**config.mk**
```make
export PLATFORM = sky130hd
export DESIGN_NAME = unified_store_logic
export DESIGN_NICKNAME = d
export VERILOG_FILES = /design/src/rtl/unified_store_logic.sv
export SDC_FILE = /design/constraint.sdc
export NUM_CORES = 2
export LEC_CHECK = 0
export BUFFER_PORTS_ARGS = -buffer_cell sky130_fd_sc_hd__buf_2
export CAP_MARGIN = 0
export CORE_ASPECT_RATIO = 1.5
export CORE_MARGIN = 2
export CORE_UTILIZATION = 50
export CTS_BUF_LIST = sky130_fd_sc_hd__clkbuf_8
export DETAILED_ROUTE_END_ITERATION = 16
export PLACE_DENSITY_LB_ADDON = 0.05
export SYNTH_ARGS = -nofsm -noshare
export SYNTH_HDL_FRONTEND = slang
export SYNTH_HIERARCHICAL = 1
export SYNTH_SLANG_ARGS = --single-unit
export TNS_END_PERCENT = 100
```
**constraint.sdc**
```tcl
create_clock -name clk -period 35.8 [get_ports clk]
set_clock_uncertainty 0.05 [all_clocks]
set_input_delay 3.58 -clock clk [delete_from_list [all_inputs] [get_ports clk]]
set_output_delay 3.58 -clock clk [all_outputs]
set_load 0.05 [all_outputs]
```
**src/rtl/unified_store_logic.sv**
```systemverilog
// Write-back stage for the shared FFT/NTT butterfly: steers results A and B onto two
// single-write-port banks, serializing same-bank collisions through a per-bank FIFO.

module unified_store_bank #(
  parameter int DATA_W     = 128,
  parameter int ADDR_WIDTH = 12,
  parameter int FIFO_DEPTH = 4,
  parameter int AF_THRESH  = 2
) (
  input  logic                  clk,
  input  logic                  rst,
  input  logic                  a_hit,
  input  logic [ADDR_WIDTH-1:0] a_addr,
  input  logic [DATA_W-1:0]     a_data,
  input  logic                  b_hit,
  input  logic [ADDR_WIDTH-1:0] b_addr,
  input  logic [DATA_W-1:0]     b_data,
  output logic                  we,
  output logic [ADDR_WIDTH-1:0] waddr,
  output logic [DATA_W-1:0]     wdata,
  output logic                  almost_full,
  output logic                  idle_nxt,
  output logic                  drop
);
  localparam int PTR_W = $clog2(FIFO_DEPTH);
  localparam int CNT_W = $clog2(FIFO_DEPTH + 1);
  localparam int ENT_W = ADDR_WIDTH + DATA_W;

  logic [ENT_W-1:0] mem [FIFO_DEPTH];
  logic [PTR_W-1:0] rd_ptr, wr_ptr;
  logic [CNT_W-1:0] count_q, count_nxt, space, push_req, push_n;
  logic [ENT_W-1:0] ent_a, ent_b, head, wr_ent, push0, push1;
  logic             pop, wr_valid;

  // Service order: FIFO head, then A, then B. Whatever is not written this cycle is queued.
  always_comb begin
    ent_a    = {a_addr, a_data};
    ent_b    = {b_addr, b_data};
    head     = mem[rd_ptr];
    pop      = (count_q != '0);
    wr_valid = 1'b0;
    wr_ent   = '0;
    push_req = '0;
    push0    = '0;
    push1    = '0;
    if (pop) begin
      wr_valid = 1'b1;
      wr_ent   = head;
      if (a_hit) begin
        push_req = CNT_W'(1);
        push0    = ent_a;
        if (b_hit) begin
          push_req = CNT_W'(2);
          push1    = ent_b;
        end
      end else if (b_hit) begin
        push_req = CNT_W'(1);
        push0    = ent_b;
      end
    end else if (a_hit) begin
      wr_valid = 1'b1;
      wr_ent   = ent_a;
      if (b_hit) begin
        push_req = CNT_W'(1);
        push0    = ent_b;
      end
    end else if (b_hit) begin
      wr_valid = 1'b1;
      wr_ent   = ent_b;
    end
    // The slot freed by this cycle's pop is reusable by this cycle's push.
    space     = CNT_W'(FIFO_DEPTH) - count_q + CNT_W'(pop);
    drop      = (push_req > space);
    push_n    = drop ? space : push_req;
    count_nxt = count_q + push_n - CNT_W'(pop);
    idle_nxt  = (count_nxt == '0) && !wr_valid;
  end

  always_ff @(posedge clk) begin
    if (push_n != '0) mem[wr_ptr] <= push0;
    if (push_n == CNT_W'(2)) mem[wr_ptr + PTR_W'(1)] <= push1;
  end

  always_ff @(posedge clk) begin
    if (rst) begin
      rd_ptr  <= '0;
      wr_ptr  <= '0;
      count_q <= '0;
      we      <= 1'b0;
      waddr   <= '0;
      wdata   <= '0;
    end else begin
      rd_ptr  <= rd_ptr + PTR_W'(pop);
      wr_ptr  <= wr_ptr + PTR_W'(push_n);
      count_q <= count_nxt;
      we      <= wr_valid;
      if (wr_valid) {waddr, wdata} <= wr_ent;
    end
  end

  assign almost_full = (count_q >= CNT_W'(AF_THRESH));
endmodule

// Handshake: valid-only inputs with no ready; stall_req is the controller's throttle and
// must be honoured within two cycles to avoid drops (sticky overflow records any drop).
module unified_store_logic #(
  parameter int DATA_W     = 128,
  parameter int ADDR_WIDTH = 12,
  parameter int FIFO_DEPTH = 4,
  parameter int AF_THRESH  = 2
) (
  input  logic                  clk,
  input  logic                  rst,
  input  logic                  a_valid,
  input  logic                  a_bank,
  input  logic [ADDR_WIDTH-1:0] a_addr,
  input  logic [DATA_W-1:0]     a_data,
  input  logic                  b_valid,
  input  logic                  b_bank,
  input  logic [ADDR_WIDTH-1:0] b_addr,
  input  logic [DATA_W-1:0]     b_data,
  output logic                  we_0,
  output logic [ADDR_WIDTH-1:0] waddr_0,
  output logic [DATA_W-1:0]     wdata_0,
  output logic                  we_1,
  output logic [ADDR_WIDTH-1:0] waddr_1,
  output logic [DATA_W-1:0]     wdata_1,
  output logic                  stall_req,
  output logic                  drained,
  output logic                  overflow
);
  logic af_0, af_1, idle_nxt_0, idle_nxt_1, drop_0, drop_1;

  unified_store_bank #(
    .DATA_W(DATA_W), .ADDR_WIDTH(ADDR_WIDTH), .FIFO_DEPTH(FIFO_DEPTH), .AF_THRESH(AF_THRESH)
  ) u_bank_0 (
    .clk(clk), .rst(rst),
    .a_hit(a_valid && !a_bank), .a_addr(a_addr), .a_data(a_data),
    .b_hit(b_valid && !b_bank), .b_addr(b_addr), .b_data(b_data),
    .we(we_0), .waddr(waddr_0), .wdata(wdata_0),
    .almost_full(af_0), .idle_nxt(idle_nxt_0), .drop(drop_0)
  );

  unified_store_bank #(
    .DATA_W(DATA_W), .ADDR_WIDTH(ADDR_WIDTH), .FIFO_DEPTH(FIFO_DEPTH), .AF_THRESH(AF_THRESH)
  ) u_bank_1 (
    .clk(clk), .rst(rst),
    .a_hit(a_valid && a_bank), .a_addr(a_addr), .a_data(a_data),
    .b_hit(b_valid && b_bank), .b_addr(b_addr), .b_data(b_data),
    .we(we_1), .waddr(waddr_1), .wdata(wdata_1),
    .almost_full(af_1), .idle_nxt(idle_nxt_1), .drop(drop_1)
  );

  assign stall_req = af_0 || af_1;

  always_ff @(posedge clk) begin
    if (rst) begin
      drained  <= 1'b1;
      overflow <= 1'b0;
    end else begin
      drained  <= !a_valid && !b_valid && idle_nxt_0 && idle_nxt_1;
      overflow <= overflow || drop_0 || drop_1;
    end
  end
endmodule

```
==> impl_metrics.env <==
export IMPL_first_global_vias=53900
export IMPL_slew_viol_final=0
export IMPL_cts_buffer_depth=3
export IMPL_clock_sinks=1418
export IMPL_wl_um=241000
export IMPL_critPathRequiredTime_ns=36.33
export IMPL_fp_dieW_um=311
export IMPL_core_area_um2=140000
export IMPL_total_power_mw=7.39
export IMPL_io_buffers=570
export IMPL_vdd_ir_drop_max_mv=0.0922
export IMPL_cp_arrival_ns=9.39
export IMPL_ioPinCount=571
export IMPL_synth_edf_count=1120
export IMPL_cpMaxStageDelayCell="a21oi_4"
export IMPL_leakage_nw=29.2
export IMPL_grt_ovfl_total=0
export IMPL_gp_congestion=0.825
export IMPL_whs_ns=0.432
export IMPL_drive_gt1_frac=0.185
export IMPL_cts_hold_buf=0
export IMPL_cts_resized_gates=0
export IMPL_p_per_area_nw_per_um2=93.7
export IMPL_synth_cell_types=65
export IMPL_wl_per_cell_um=27.5
export IMPL_clock_fmax_mhz=113
export IMPL_reg2reg_depth=12
export IMPL_finalHoldViolCount=0
export IMPL_drtIter0Drc=6036
export IMPL_hold_path_depth=2
export IMPL_power_frac_comb=0.464
export IMPL_crit_path_end_kind="flip-flop"
export IMPL_grt_max_degree=223
export IMPL_syn_avg_cell_area_um2=11.1
export IMPL_die_area_um2=144000
export IMPL_yosysWarnings=6
export IMPL_grt_pass1_wl_um=353000
export IMPL_post_cts_setup_buffers=0
export IMPL_antenna_found_initial=46
export IMPL_pwr_share_seq=0.353
export IMPL_worstMarginPinSlew_ns=1.23
export IMPL_crit_type="primary input to flip-flop"
export IMPL_vias=54700
export IMPL_setup_tns_ns=0
export IMPL_ant_nets=0
export IMPL_synthFlopType="edfxtp_1"
export IMPL_hp_class="flip-flop to flip-flop"
export IMPL_slowest_delay_ns=0.75
export IMPL_cts_buffers=216
export IMPL_period_share=0.247
export IMPL_fin_nets=6974
export IMPL_internal_power_mw=4.23
export IMPL_regToRegSetupSlack_ns=29.59
export IMPL_final_core_util=0.563
export IMPL_syn2layout_area_growth_pct=11.6
export IMPL_swShare=0.428
export IMPL_worst_setup_path_start_kind="primary input"
export IMPL_postSynthCellCount=6349
export IMPL_via_per_inst=6.24
export IMPL_worstPathCellList="buf_2 > and2_1 > ha_1 > nor4b_1 > a21o_1 > inv_1 > ha_1 > nor3_1 > o211ai_1 > inv_1 > o21ai_2 > nand2_1 > a21oi_4 > buf_4 > buf_4"
export IMPL_h_tree_depth=4
export IMPL_ys_seq_area_frac=0.561
export IMPL_cts_tree="built"
export IMPL_slew_headroom=0.179
export IMPL_clk_pin_slew_worst_paths_ns=0.06
export IMPL_max_cap_violations=0
export IMPL_clk_latency_ns=0.94
export IMPL_power_switching_mw=3.16
export IMPL_firstDrtPassIters=9
export IMPL_rsz0062_at_grt="false"
export IMPL_fin_crit_ns=8.86
export IMPL_route_detailed_drc=0
export IMPL_p_clk_frac=0.183
export IMPL_root_buffer="clkbuf_8"
export IMPL_fin_area_um2=78800
export IMPL_synth_top_cell_by_area="edfxtp_1"
export IMPL_synth_seq_cells=1418
export IMPL_setup_violations=0
export IMPL_critPathMaxFanout=39
export IMPL_netlist_area_leader_share=0.476
export IMPL_syn_nets=6649
export IMPL_grtUsageTotal=0.328
export IMPL_status="finished, final reports clean"
export IMPL_synth_area_um2=70600
export IMPL_async_reset_ff_frac=0
export IMPL_rows=168
export IMPL_dpl_cell_area_um2=74500
export IMPL_synthTopCellsByArea="edfxtp_1 48%, mux4_2 8.9%, dfxtp_1 8.4%"
export IMPL_hpwl_um=140000
export IMPL_start_util=0.505
export IMPL_die_y_um=464
synthesized netlist by cell type, types with 2 or more instances:
master / instances
a22o_1: 2
buf_2: 104
inv_1: 17
a211oi_2: 2
a21oi_1: 1125
nor2_1: 581
a21o_1: 3
a22oi_1: 278
nor4b_1: 2
nor3b_1: 4
mux4_2: 280
o31a_1: 2
nand2b_1: 6
ha_1: 12
edfxtp_1: 1120
nor3_1: 5
o2111a_1: 2
nand2_1: 1126
a31oi_1: 4
buf_4: 20
or3_1: 3
xnor2_1: 7
o31ai_1: 3
nor2b_1: 11
and2_1: 4
a21oi_2: 2
xor2_1: 5
nand3_1: 4
or2_1: 2
nand4_1: 3
o21ai_0: 284
o21bai_1: 4
dfxtp_1: 298
fa_1: 2
buf_1: 48
clkbuf_1: 356
o22ai_1: 3
buf_6: 23
o211ai_1: 3
o21ba_2: 2
mux2i_1: 560
conb_1: 2
o2111ai_1: 3
sequential cells by signal (all words and copies together), names as in the netlist, 2 cells and up:
name	count
u_bank_1/rd_ptr	2
u_bank_0/wr_ptr	2
u_bank_0/wdata	128
u_bank_0/mem	560
u_bank_1/waddr	12
u_bank_1/mem	560
u_bank_0/count_q	3
u_bank_0/rd_ptr	2
u_bank_1/count_q	3
u_bank_1/wr_ptr	2
u_bank_1/wdata	128
u_bank_0/waddr	12
path summary, 6_finish.rpt:
path,from,to
max,b_valid,u_bank_1/mem[1][60]
min,overflow,overflow
max reg2reg,u_bank_1/count_q[2],u_bank_1/mem[1][60]
min reg2reg,overflow,overflow
cells in the final DEF, fill, tap and decap left out, drive strengths merged, types with 7 or more instances in the layout:
cell type	count
inv	115
clkinvlp	7
mux2i	560
nor2b	11
a22oi	278
nor2	581
a21oi	1127
mux4	280
o21ai	285
edfxtp	1120
buf	658
bufinv	8
xnor2	7
clkbuf	247
diode	22
dfxtp	298
nand2	1126
clkinv	50
ha	12
kinds of logic after synthesis:
kind of cell	after synthesis	share of synthesized area
other cells	2	0.000106
fa+ha+maj	14	0.00269
simple gates	1760	0.0956
mux	841	0.169
flops	1418	0.561
xor+xnor	12	0.00149
compound gates	1734	0.135
buf+inv	568	0.0355
metrics by stage:
step                worst slack [ns]  cells
floorplan                      18.54   6349
global placement               26.18   8326
detailed placement             26.05   8326
CTS                            27.11   8736
global route                   26.70   8748
finish                         26.94   8758
routing by layer:
| metal | vias to the layer above | routed length, µm | part of all wire | track usage |
|---|---|---|---|---|
| met5 | - | 236 | 0.00098 | 0 |
| met1 | 27100 | 94100 | 0.39 | 0.422 |
| met2 | 2859 | 116000 | 0.48 | 0.542 |
| met3 | 512 | 23000 | 0.096 | 0.0758 |
| met4 | 38 | 7350 | 0.031 | 0.121 |
| li1 | 24100 | - | - | - |
power by group through the flow:
stage	Sequential (mW)	Combinational, mW	Clock (mW)
after floorplan	3.10	2.05	0
after global placement	2.63	3.35	0
after detailed placement	2.64	3.39	0
after CTS	2.61	3.41	1.37
after global routing	2.64	3.67	1.44
final	2.61	3.43	1.35
cell type report:
cell class / count / area (µm²)
diodes: 22 / 55.1
clock buffers: 247 / 3400
clock inverters: 163 / 896
fillers: 12200 / 61200
inverters: 17 / 63.8
multi-input cells: 4363 / 28800
flip-flops and latches: 1418 / 39600
well taps: 1870 / 2340
repair buffers: 658 / 3690
critical path, delay by kind of cell:
kind	cells	cell delay [ns]
and+or+nand+nor	4	1.08
AOI/OAI and AO/OA	4	2.21
adders and majority gates	2	0.63
buffers and inverters	5	1.77
No activity file was read; power rests on OpenSTA's default activity.
